### config.mk
export PLATFORM = sky130hd
export DESIGN_NAME = key_debounce_flat
export DESIGN_NICKNAME = d
export VERILOG_FILES = /design/src/rtl/key_debounce_if.sv /design/src/rtl/key_debounce.sv /design/src/flat_wrapper.sv
export SDC_FILE = /design/constraint.sdc
export NUM_CORES = 1
export LEC_CHECK = 0
export CAP_MARGIN = 25
export CORE_ASPECT_RATIO = 1.5
export CORE_MARGIN = 3
export CORE_UTILIZATION = 60
export DETAILED_ROUTE_END_ITERATION = 8
export HOLD_SLACK_MARGIN = 0.15
export PLACE_DENSITY_LB_ADDON = 0.1
export SLEW_MARGIN = 0
export SYNTH_ARGS = -nofsm -noshare
export SYNTH_HDL_FRONTEND = slang
export SYNTH_SLANG_ARGS = --single-unit
### constraint.sdc
create_clock -name sys_clk -period 4.9 [get_ports sys_clk]
set_clock_uncertainty 0.05 [all_clocks]
set_input_delay 0.735 -clock sys_clk [delete_from_list [all_inputs] [get_ports sys_clk]]
set_output_delay 0.735 -clock sys_clk [all_outputs]
set_load 0.01 [all_outputs]
### src/rtl/key_debounce_if.sv
// Push-button bus: raw active-low key in, debounced level and event pulses out.
interface key_debounce_if;
  logic key_in;
  logic key_out;
  logic key_press;
  logic key_release;
  logic key_long;

  modport master (
    output key_in,
    input  key_out,
    input  key_press,
    input  key_release,
    input  key_long
  );

  modport slave (
    input  key_in,
    output key_out,
    output key_press,
    output key_release,
    output key_long
  );
endinterface

### src/rtl/key_debounce.sv
// Synchronises and debounces an active-low push button, producing a clean level
// plus one-cycle press, release and long-press pulses, all registered.
module key_debounce #(
  parameter logic [19:0] CNT_FILT = 20'd999_999,
  parameter logic [25:0] CNT_LONG = 26'd49_999_999
) (
  input  logic          sys_clk,
  input  logic          sys_rst_n,
  key_debounce_if.slave key_bus
);

  typedef enum logic [1:0] {
    IDLE,
    PRESS_FILT,
    DOWN,
    RELEASE_FILT
  } state_e;

  state_e      state_q, state_d;
  logic        sync1_q, sync2_q;
  logic [19:0] cnt_q, cnt_d;
  logic [25:0] hold_q, hold_d;
  logic        key_out_q, key_out_d;
  logic        press_q, press_d;
  logic        release_q, release_d;
  logic        long_q, long_d;

  // Sync flops idle high so a button held through reset still needs a full filter.
  always_ff @(posedge sys_clk or negedge sys_rst_n) begin
    if (!sys_rst_n) begin
      sync1_q <= 1'b1;
      sync2_q <= 1'b1;
    end else begin
      sync1_q <= key_bus.key_in;
      sync2_q <= sync1_q;
    end
  end

  always_ff @(posedge sys_clk or negedge sys_rst_n) begin
    if (!sys_rst_n) begin
      state_q   <= IDLE;
      cnt_q     <= 20'd0;
      hold_q    <= 26'd0;
      key_out_q <= 1'b1;
      press_q   <= 1'b0;
      release_q <= 1'b0;
      long_q    <= 1'b0;
    end else begin
      state_q   <= state_d;
      cnt_q     <= cnt_d;
      hold_q    <= hold_d;
      key_out_q <= key_out_d;
      press_q   <= press_d;
      release_q <= release_d;
      long_q    <= long_d;
    end
  end

  always_comb begin
    state_d   = state_q;
    cnt_d     = cnt_q;
    hold_d    = hold_q;
    key_out_d = key_out_q;
    press_d   = 1'b0;
    release_d = 1'b0;
    long_d    = 1'b0;

    case (state_q)
      IDLE: begin
        if (!sync2_q) begin
          state_d = PRESS_FILT;
          cnt_d   = 20'd0;
        end
      end
      PRESS_FILT: begin
        if (sync2_q) begin
          state_d = IDLE;
          cnt_d   = 20'd0;
        end else if (cnt_q == CNT_FILT) begin
          state_d   = DOWN;
          cnt_d     = 20'd0;
          key_out_d = 1'b0;
          press_d   = 1'b1;
          hold_d    = 26'd0;
        end else begin
          cnt_d = cnt_q + 20'd1;
        end
      end
      DOWN: begin
        if (sync2_q) begin
          state_d = RELEASE_FILT;
          cnt_d   = 20'd0;
        end
      end
      RELEASE_FILT: begin
        if (!sync2_q) begin
          state_d = DOWN;
          cnt_d   = 20'd0;
        end else if (cnt_q == CNT_FILT) begin
          state_d   = IDLE;
          cnt_d     = 20'd0;
          key_out_d = 1'b1;
          release_d = 1'b1;
        end else begin
          cnt_d = cnt_q + 20'd1;
        end
      end
      default: begin
        state_d   = IDLE;
        cnt_d     = 20'd0;
        key_out_d = 1'b1;
      end
    endcase

    // Hold time keeps accumulating through release bounces and saturates at the threshold.
    if (((state_q == DOWN) || (state_q == RELEASE_FILT)) && (hold_q < CNT_LONG)) begin
      hold_d = hold_q + 26'd1;
      long_d = ((hold_q + 26'd1) == CNT_LONG);
    end
  end

  assign key_bus.key_out     = key_out_q;
  assign key_bus.key_press   = press_q;
  assign key_bus.key_release = release_q;
  assign key_bus.key_long    = long_q;

endmodule

### src/flat_wrapper.sv
// flat-port wrapper written by rule: the top's interface ports become plain ports
module key_debounce_flat 
#(
  parameter logic [19:0] CNT_FILT = 20'd999_999,
  parameter logic [25:0] CNT_LONG = 26'd49_999_999
)
  (sys_clk, sys_rst_n, key_bus_key_in, key_bus_key_out, key_bus_key_press, key_bus_key_release, key_bus_key_long);
  key_debounce_if key_bus_i ();
  input  logic sys_clk;
  input  logic sys_rst_n;
  input wire logic [$bits(key_bus_i.key_in)-1:0] key_bus_key_in;
  output wire logic [$bits(key_bus_i.key_out)-1:0] key_bus_key_out;
  output wire logic [$bits(key_bus_i.key_press)-1:0] key_bus_key_press;
  output wire logic [$bits(key_bus_i.key_release)-1:0] key_bus_key_release;
  output wire logic [$bits(key_bus_i.key_long)-1:0] key_bus_key_long;
  assign key_bus_i.key_in = key_bus_key_in;
  assign key_bus_key_out = key_bus_i.key_out;
  assign key_bus_key_press = key_bus_i.key_press;
  assign key_bus_key_release = key_bus_i.key_release;
  assign key_bus_key_long = key_bus_i.key_long;
  key_debounce #(.CNT_FILT(CNT_FILT), .CNT_LONG(CNT_LONG)) u_core (.sys_clk(sys_clk), .sys_rst_n(sys_rst_n), .key_bus(key_bus_i));
endmodule
Yosys cells after proc, flatten, opt, wreduce, memory -nomap -nowiden --
Cells that the tools add are included.
Word-level totals: bits in registers 54, input bits 3, output and inout port bits 4
Operators by class: $add $sub $neg 2, order comparisons 1, equality and inequality tests 14, muxes and demuxes 28, reduce and logical (&&, ||, !) cells 10
Operator list (count):
- 26-bit 2-to-1 mux | 4
- 20-bit 2-to-1 mux | 5
- 20-bit one-hot mux with 4 select lines | 1
- 26-bit by 1-bit adder with 26-bit output, second input constant | 1
- 26-bit equality test, second input constant | 1
- 26-bit < comparator, second input constant | 1
- 20-bit by 1-bit adder with 20-bit output, second input constant | 1
- 20-bit equality test, second input constant | 1
- 2-bit 2-to-1 mux | 6
- 1-bit 2-to-1 mux | 10
- 2-bit by 1-bit inequality test with 1-bit output, second input constant | 4
- 2-bit one-hot mux with 4 select lines | 1
- 2-bit inequality test, second input constant | 3
- 2-bit nonzero test | 3
- 5-bit AND reduction | 1
- 2-bit equality test, second input constant | 2
- 4-bit AND reduction | 1
- 3-bit by 1-bit inequality test with 1-bit output, second input constant | 1
- 3-bit inequality test, second input constant | 1
- 3-bit AND reduction | 1
- 2-bit by 1-bit equality test with 1-bit output, second input constant | 1
- 2-bit zero test | 1
- 1-bit one-hot mux with 2 select lines | 1
- 2-bit AND reduction | 1
- other kinds (2) | 2

Logic depth before layout (Yosys ltp) --
Gate-level depths: netlist of the first run.
depth after elaboration 5, mapped depth 8

Worst setup path after synthesis of the first run --
Ideal clock, no wire load.
path kind register to register, start point register u_core.hold_q[0], end point register u_core.long_q, in the netlist u_core.key_bus.key_long, setup time 0.087 ns, arrival time 2.162 ns, setup slack 2.602 ns, stages on the path, launching flop included 8, path buffers 0, cells stage by stage dfrtp_1 -> ha_1 -> nand3_2 -> or4_4 -> or4_1 -> a21oi_2 -> nand4_1 -> a211oi_2
Between the ends: longest elaborated chain between the ends 3
RTL lines:
- start, declared | RTL line key_debounce.sv:22 | logic [25:0] hold_q, hold_d;
- start signal, assigned | RTL line key_debounce.sv:51 | hold_q <= hold_d;
- 26-bit by 1-bit adder with 26-bit output / 26-bit < comparator (equally long branches) | RTL line key_debounce.sv:118, key_debounce.sv:116
- 26-bit equality test / 1-bit logical AND (equally long branches) | RTL line key_debounce.sv:118, key_debounce.sv:116
- 1-bit 2-to-1 mux * | RTL line key_debounce.sv:116 | if (((state_q == DOWN) || (state_q == RELEASE_FILT)) && (hold_q < CNT_LONG)) begin
- via u_core.long_d | RTL line key_debounce.sv:26 | logic long_q, long_d;
- end signal, assigned | RTL line key_debounce.sv:55 | long_q <= long_d;
- end, declared | RTL line key_debounce.sv:26
Mark *: on every way through the listed nets, which the timed path passes. The rest lies on a longest branch. A chain may end at the register's enable or synchronous reset.

Worst setup path in the final report of the first run --
start point register u_core.hold_q[0], end point register u_core.hold_q[17]
Between the ends: longest elaborated chain between the ends 4
RTL lines (RTL line):
- 26-bit < comparator | key_debounce.sv:116
- 1-bit logical AND | key_debounce.sv:116
- 2-bit inequality test (no source line) / 2-bit nonzero test (equally long branches)
- 3-bit AND reduction (no source line)
Parallel ways exist; a longest one is shown, timed or not.

==> impl_metrics.env, run 1 <==
export IMPL_status="completed"
export IMPL_setup_ws_ns=2.02
export IMPL_cts_buffers=5
export IMPL_grt_max_degree=55
export IMPL_yosys_top_cells_area="dfrtp_1, o21ai_0, nand2_1"
export IMPL_synth_common_cells="dfrtp_1, nand2_1, o21ai_0"
export IMPL_synthesis_area_sq_mm=0.00310
export IMPL_syn_nets=367
export IMPL_power_leakage_uw=0.00127
export IMPL_max_stage_delay_ns=0.84
export IMPL_syn_area_per_cell_sq_um=8.57
export IMPL_boundaryPins=7
export IMPL_powerDensity_mw_per_mm2=252
export IMPL_core_area_sq_mm=0.00493
export IMPL_regToRegStartpoint="u_core.hold_q[0]"
export IMPL_post_cts_buffers=0
export IMPL_hold_depth=0
export IMPL_clock_sinks=54
export IMPL_synth_yosys_seq_area_share_pct=43.8
export IMPL_synth_top_area_share_pct=41.2
export IMPL_tightest_slew_ns=0.923
export IMPL_dr_pass1_iters=5
export IMPL_path_cells="ha_1 -> and3_1 -> a211oi_1 -> o41a_1 -> o21ai_0 -> a31oi_1"
export IMPL_synth_xor_area_share_pct=2.55
export IMPL_peakVddDrop_uv=189
export IMPL_slew_headroom_pct=38.5
export IMPL_setup_viol=0
export IMPL_grt_usage_pct=26.0
export IMPL_end_kind="flip-flop"
export IMPL_cts_root_buf="clkbuf_8"
export IMPL_place_hpwl_mm=5.01
export IMPL_hold_path_end="u_core.sync2_q"
export IMPL_viasPerCell=6.49
export IMPL_wl_per_cell_um=17.0
export IMPL_synth_edff_count=0
export IMPL_clockBufferDepth=2
export IMPL_grt_pass1_vias=2697
export IMPL_drt_total_wl_mm=7.24
export IMPL_critPathMaxFanout=25
export IMPL_ctsHoldBuffers=0
export IMPL_critPathKind="reg -> reg"
export IMPL_worst_r2r_setup_slack_ns=2.02
export IMPL_n_antenna_cell=0
export IMPL_postRouteAntennaNets=0
export IMPL_critical_path_arrival_ns=3.08
export IMPL_worst_path_buf_inv=0
export IMPL_fp_dieH_um=94.0
export IMPL_fin_cells=426
export IMPL_synthArstFlopShare_pct=100
export IMPL_maxSlewViolCount=0
export IMPL_r2r_cells=6
export IMPL_hold_viol_final=0
export IMPL_synthMuxAreaShare_pct=0
export IMPL_synthCells=361
export IMPL_clk_latency_ns=0.32
export IMPL_vias=2766
export IMPL_place_gp_congestion=0.972
export IMPL_synth_top_family_by_area="simple AND/OR/NAND/NOR gates"
export IMPL_synth_simple_gate_area_share_pct=27.7
export IMPL_rows=31
export IMPL_final_setup_tns_ns=0
export IMPL_grt_first_pass_wirelength_mm=12.5
export IMPL_clk_pin_slew_ns=0.11
export IMPL_timing_final_crit_share_pct=58.7
export IMPL_cap_violations=0
export IMPL_period_needed_ns=2.88
export IMPL_synth_warnings=0
export IMPL_whs_ns=0.320
export IMPL_r2r_end="u_core.hold_q[17]"
export IMPL_fin_nets=365
export IMPL_grt_ovfl_total=0
export IMPL_hold_path_class="reg -> reg"
export IMPL_critPathLaunchType="flip-flop"
export IMPL_max_freq_ghz=0.348
export IMPL_drive_gt1_share_pct=8.33
export IMPL_synth_compound_area_share_pct=21.2
export IMPL_cp_top_family="compound AO/OA/AOI/OAI gates"
export IMPL_areaGrowthSynthToFinish_pct=7.80
export IMPL_dp_cells=418
export IMPL_drc=0
export IMPL_initial_utilization_pct=62.8
export IMPL_synth_ff_type="dfrtp_1"
export IMPL_die_x_um=64.6
export IMPL_numPortBuffers=6
export IMPL_required_ns=5.10
export IMPL_dieArea_sq_mm=0.00607
export IMPL_synth_fa_ha_area_share_pct=1.21
export IMPL_cts_tree="yes"
export IMPL_synth_cell_types=49
export IMPL_synth_seq_cells=54
export IMPL_post_cts_resized=0
export IMPL_power_total_uw=842
export IMPL_drtIter0Drc=220
export IMPL_rsz0062_at_grt="false"
export IMPL_ctsHtreeMaxLevel=2
export IMPL_hp_start="u_core.sync1_q"
export IMPL_antenna_found_initial=0
export IMPL_slowest_stage="o41a_1"
export IMPL_pre_cts_ws_ns=2.07
export IMPL_yosysTopAreaCell="dfrtp_1"
export IMPL_synth_most_common_cell="dfrtp_1"
[sequential cells by signal, indices dropped and copies added (netlist names), named ones only]
name,flops
u_core.sync2_q,1
u_core.key_bus.key_press,1
u_core.state_q,1
u_core.key_bus.key_out,1
u_core.hold_q,26
u_core.key_bus.key_release,1
u_core.sync1_q,1
u_core.key_bus.key_long,1
u_core.cnt_q,20
[stage by stage]
step / util [%] / instance area [sq um]
4_1_cts: 67.7 / 3340
2_1_floorplan: - / 3100
6_report: 67.7 / 3340
3_5_place_dp: 64.9 / 3200
5_1_grt: 67.7 / 3340
3_3_place_gp: 64.7 / 3190
[per-layer routing]
layer	vias to the layer above	track usage [%]	routed length [um]
met3	19	3.59	263
met4	0	11.3	210
li1	1333	-	-
met1	1336	30.6	2890
met2	78	46.6	3880
met5	-	0	0
[kinds of logic (layout without fill, tap and decap cells)]
family / Yosys count / in the layout
and+or+nand+nor: 166 / 166
adders and majority gates: 3 / 3
buffers and inverters: 25 / 24
AOI/OAI and AO/OA: 104 / 104
xor gates and xnor gates: 9 / 9
DFF: 54 / 54
[power breakdown]
| part | internal [uW] | total [uW] | switching (uW) |
|---|---|---|---|
| Combinational | 7.22 | 25.9 | 18.7 |
| Clock | 205 | 364 | 159 |
| Sequential | 449 | 452 | 3.06 |
| Total | 661 | 842 | 181 |
[layout by cell type (no fill, tap or decap), types with 3 or more instances in the layout]
cell,count
dfrtp_1,51
nand2_1,44
o21ai_0,37
nor2_1,35
nand3_1,18
a31oi_1,18
nand4_1,15
a21oi_1,15
o31ai_1,13
nor3_1,8
xnor2_1,8
and2_1,7
and3_1,7
nor4_1,6
inv_1,5
nor2b_1,5
and4_1,5
clkbuf_8,5
clkdlybuf4s50_1,5
buf_4,4
or4_1,3
a41oi_1,3
ha_1,3
dfstp_2,3
[layout make-up]
cell class	count	area, sq um
fillers	412	1590
clock buffers	5	68.8
clock inverters	3	68.8
flip-flops and latches	54	1360
repair buffers	11	96.3
inverters	5	18.8
multi-input cells	282	1650
well taps	66	82.6
[worst max-delay path by stage]
stage                                start                      end  cells past startpoint
final                     u_core.hold_q[0]        u_core.hold_q[17]                      6
after floorplan           u_core.hold_q[0]  u_core.key_bus.key_long                      7
after global routing      u_core.hold_q[0]        u_core.hold_q[17]                      6
after detailed placement   u_core.cnt_q[7]         u_core.hold_q[7]                      6
after global placement    u_core.hold_q[0]        u_core.hold_q[17]                      6
after CTS                  u_core.cnt_q[7]         u_core.hold_q[7]                      6
(Power assumes the default switching activity.)
==> inputs of run 2 (changes only) <==
clock period = 2.8 ns   (was 4.9 ns; I/O delays follow)
==> run 2 against run 1 <==
Net effect: die area stayed put; maximum frequency up 11%; sequential cell count did not move; register-to-register slack got worse by 1.8 ns; largest power group unchanged; hold slack worse by 0.16 ns; routed wire length shrank 0.90%; core utilization about the same; via count decreased by 1.0%; sequential power increased by 75%; clock power increased by 24%; critical path type unchanged; combinational power is 76% higher.
==> impl_metrics.env, run 2 (synthesis gave the netlist of run 1 again) <==
export IMPL_cts_buffers=5
export IMPL_rows=31
export IMPL_grt_usage_pct=25.1
export IMPL_required_ns=2.96
export IMPL_clock_sinks=54
export IMPL_areaGrowthSynthToFinish_pct=7.76
export IMPL_hold_path_class="in -> async"
export IMPL_layout_common_cells="dfrtp_1, nand2_1, o21ai_0"
export IMPL_critPathMaxFanout=5
export IMPL_critical_path_arrival_ns=2.75
export IMPL_maxSlewViolCount=0
export IMPL_timing_final_crit_share_pct=92.5
export IMPL_postRouteAntennaNets=0
export IMPL_grt_first_pass_wirelength_mm=12.0
export IMPL_stdcell_area_sq_mm=0.00334
export IMPL_ctsHtreeMaxLevel=2
export IMPL_hold_viol_final=0
export IMPL_cp_top_family="simple AND/OR/NAND/NOR gates"
export IMPL_vias=2737
export IMPL_critPathKind="reg -> reg"
export IMPL_core_area_sq_mm=0.00493
export IMPL_powerDensity_mw_per_mm2=386
export IMPL_clockBufferDepth=2
export IMPL_initial_utilization_pct=62.8
export IMPL_dieArea_sq_mm=0.00607
export IMPL_final_setup_tns_ns=0
export IMPL_cts_tree="yes"
export IMPL_drive_gt1_share_pct=9.56
export IMPL_max_freq_ghz=0.386
export IMPL_place_gp_congestion=0.929
export IMPL_grt_pass1_vias=2640
export IMPL_dr_pass1_iters=4
export IMPL_ctsHoldBuffers=0
export IMPL_grt_ovfl_total=0
export IMPL_period_needed_ns=2.59
export IMPL_slowest_stage="or4_4"
export IMPL_status="completed"
export IMPL_dpl_cell_area_sq_mm=0.00324
export IMPL_largest_register_ff_count=26
export IMPL_viasPerCell=6.34
export IMPL_numPortBuffers=6
export IMPL_rsz0062_at_grt="false"
export IMPL_path_cells="ha_1 -> nand3_2 -> or4_4 -> or4_1 -> a21oi_2 -> nand4_1 -> a211oi_2"
export IMPL_cap_violations=0
export IMPL_reg_top3="u_core.hold_q: 26 flops, u_core.cnt_q: 20 flops"
export IMPL_fp_dieH_um=94.0
export IMPL_peakVddDrop_uv=305
export IMPL_worst_r2r_setup_slack_ns=0.21
export IMPL_n_antenna_cell=0
export IMPL_critPathLaunchType="flip-flop"
export IMPL_drt_total_wl_mm=7.18
export IMPL_boundaryPins=7
export IMPL_die_x_um=64.6
export IMPL_grt_max_degree=55
export IMPL_clk_pin_slew_ns=0.10
export IMPL_worst_path_buf_inv=0
export IMPL_post_cts_buffers=0
export IMPL_nFillCells=434
export IMPL_antenna_found_initial=0
export IMPL_tightest_slew_ns=0.672
export IMPL_place_hpwl_mm=5.02
export IMPL_clk_latency_ns=0.31
export IMPL_r2r_cells=7
export IMPL_cts_root_buf="clkbuf_8"
export IMPL_post_cts_resized=0
export IMPL_regToRegStartpoint="u_core.hold_q[1]"
export IMPL_whs_ns=0.162
export IMPL_setup_viol=0
export IMPL_r2r_end="u_core.key_bus.key_long"
export IMPL_power_total_uw=1290
export IMPL_drtIter0Drc=187
export IMPL_wl_per_cell_um=16.6
export IMPL_final_common_cell="dfrtp_1"
export IMPL_drc=0
export IMPL_max_stage_delay_ns=0.58
export IMPL_fin_nets=371
export IMPL_end_kind="flip-flop"
export IMPL_largest_register="u_core.hold_q"
export IMPL_slew_headroom_pct=54.8
export IMPL_power_leakage_uw=0.00128
==> run 2: changes by cell type in the layout (fill, tap and decap cells not counted), sizes merged <==
cell,change
buf,+6
clkbuf,+2
bufinv,-2
==> run 2: how the worst max path moves through the flow <==
stage | slack, ns | start | cells past startpoint | endpoint
after global routing | 0.08 | u_core.hold_q[0] | 7 | u_core.key_bus.key_long
after global placement | 0.27 | u_core.hold_q[0] | 7 | u_core.key_bus.key_long
after CTS | 0.22 | u_core.hold_q[1] | 7 | u_core.key_bus.key_long
final | 0.21 | u_core.hold_q[1] | 7 | u_core.key_bus.key_long
after detailed placement | 0.24 | u_core.hold_q[0] | 7 | u_core.key_bus.key_long
after floorplan | 0.50 | u_core.hold_q[0] | 7 | u_core.key_bus.key_long
==> run 2: power breakdown <==
part           switching, uW  leakage, uW  internal (uW)  total, uW
Combinational           32.8     0.000491           12.7       45.5
Clock                    251    0.0000482            200        451
Sequential              5.39     0.000740            785        791
==> run 2: per-stage QoR <==
stage / setup slack (ns) / std cells / util (%)
after CTS: 0.224 / 432 / 67.7
after global routing: 0.0769 / 432 / 67.7
after detailed placement: 0.236 / 424 / 65.9
after floorplan: 0.502 / 361 / -
final: 0.210 / 432 / 67.7
after global placement: 0.274 / 423 / 65.6
==> run 2: layout make-up <==
class	instances	area [sq um]	area share, %
sequential	54	1360	40.6
timing repair buffer	17	141	4.24
inverter	5	18.8	0.563
clock buffer	7	86.3	2.59
multi-input combinational	282	1650	49.4
clock inverter	1	5.00	0.150
tap	66	82.6	2.48
==> run 2: layer usage <==
layer | wire length, um | track usage (%) | vias to the layer above
li1 | - | - | 1344
met1 | 2900 | 29.3 | 1299
met2 | 3830 | 45.3 | 72
met3 | 228 | 2.87 | 22
met4 | 221 | 11.3 | 0
met5 | 0 | 0 | -
==> run 2: worst register-to-register path: stages (launching register included) <==
cell and delay (ns):
dfrtp_1 0.42, ha_1 0.27, nand3_2 0.16, or4_4 0.58, or4_1 0.50, a21oi_2 0.19
nand4_1 0.11, a211oi_2 0.22
==> inputs of run 3 (changes only) <==
CTS_CLUSTER_SIZE = 40   (was unset)
==> results of run 3 <==
Final layout, timing and power as in run 2 (identical DEF).
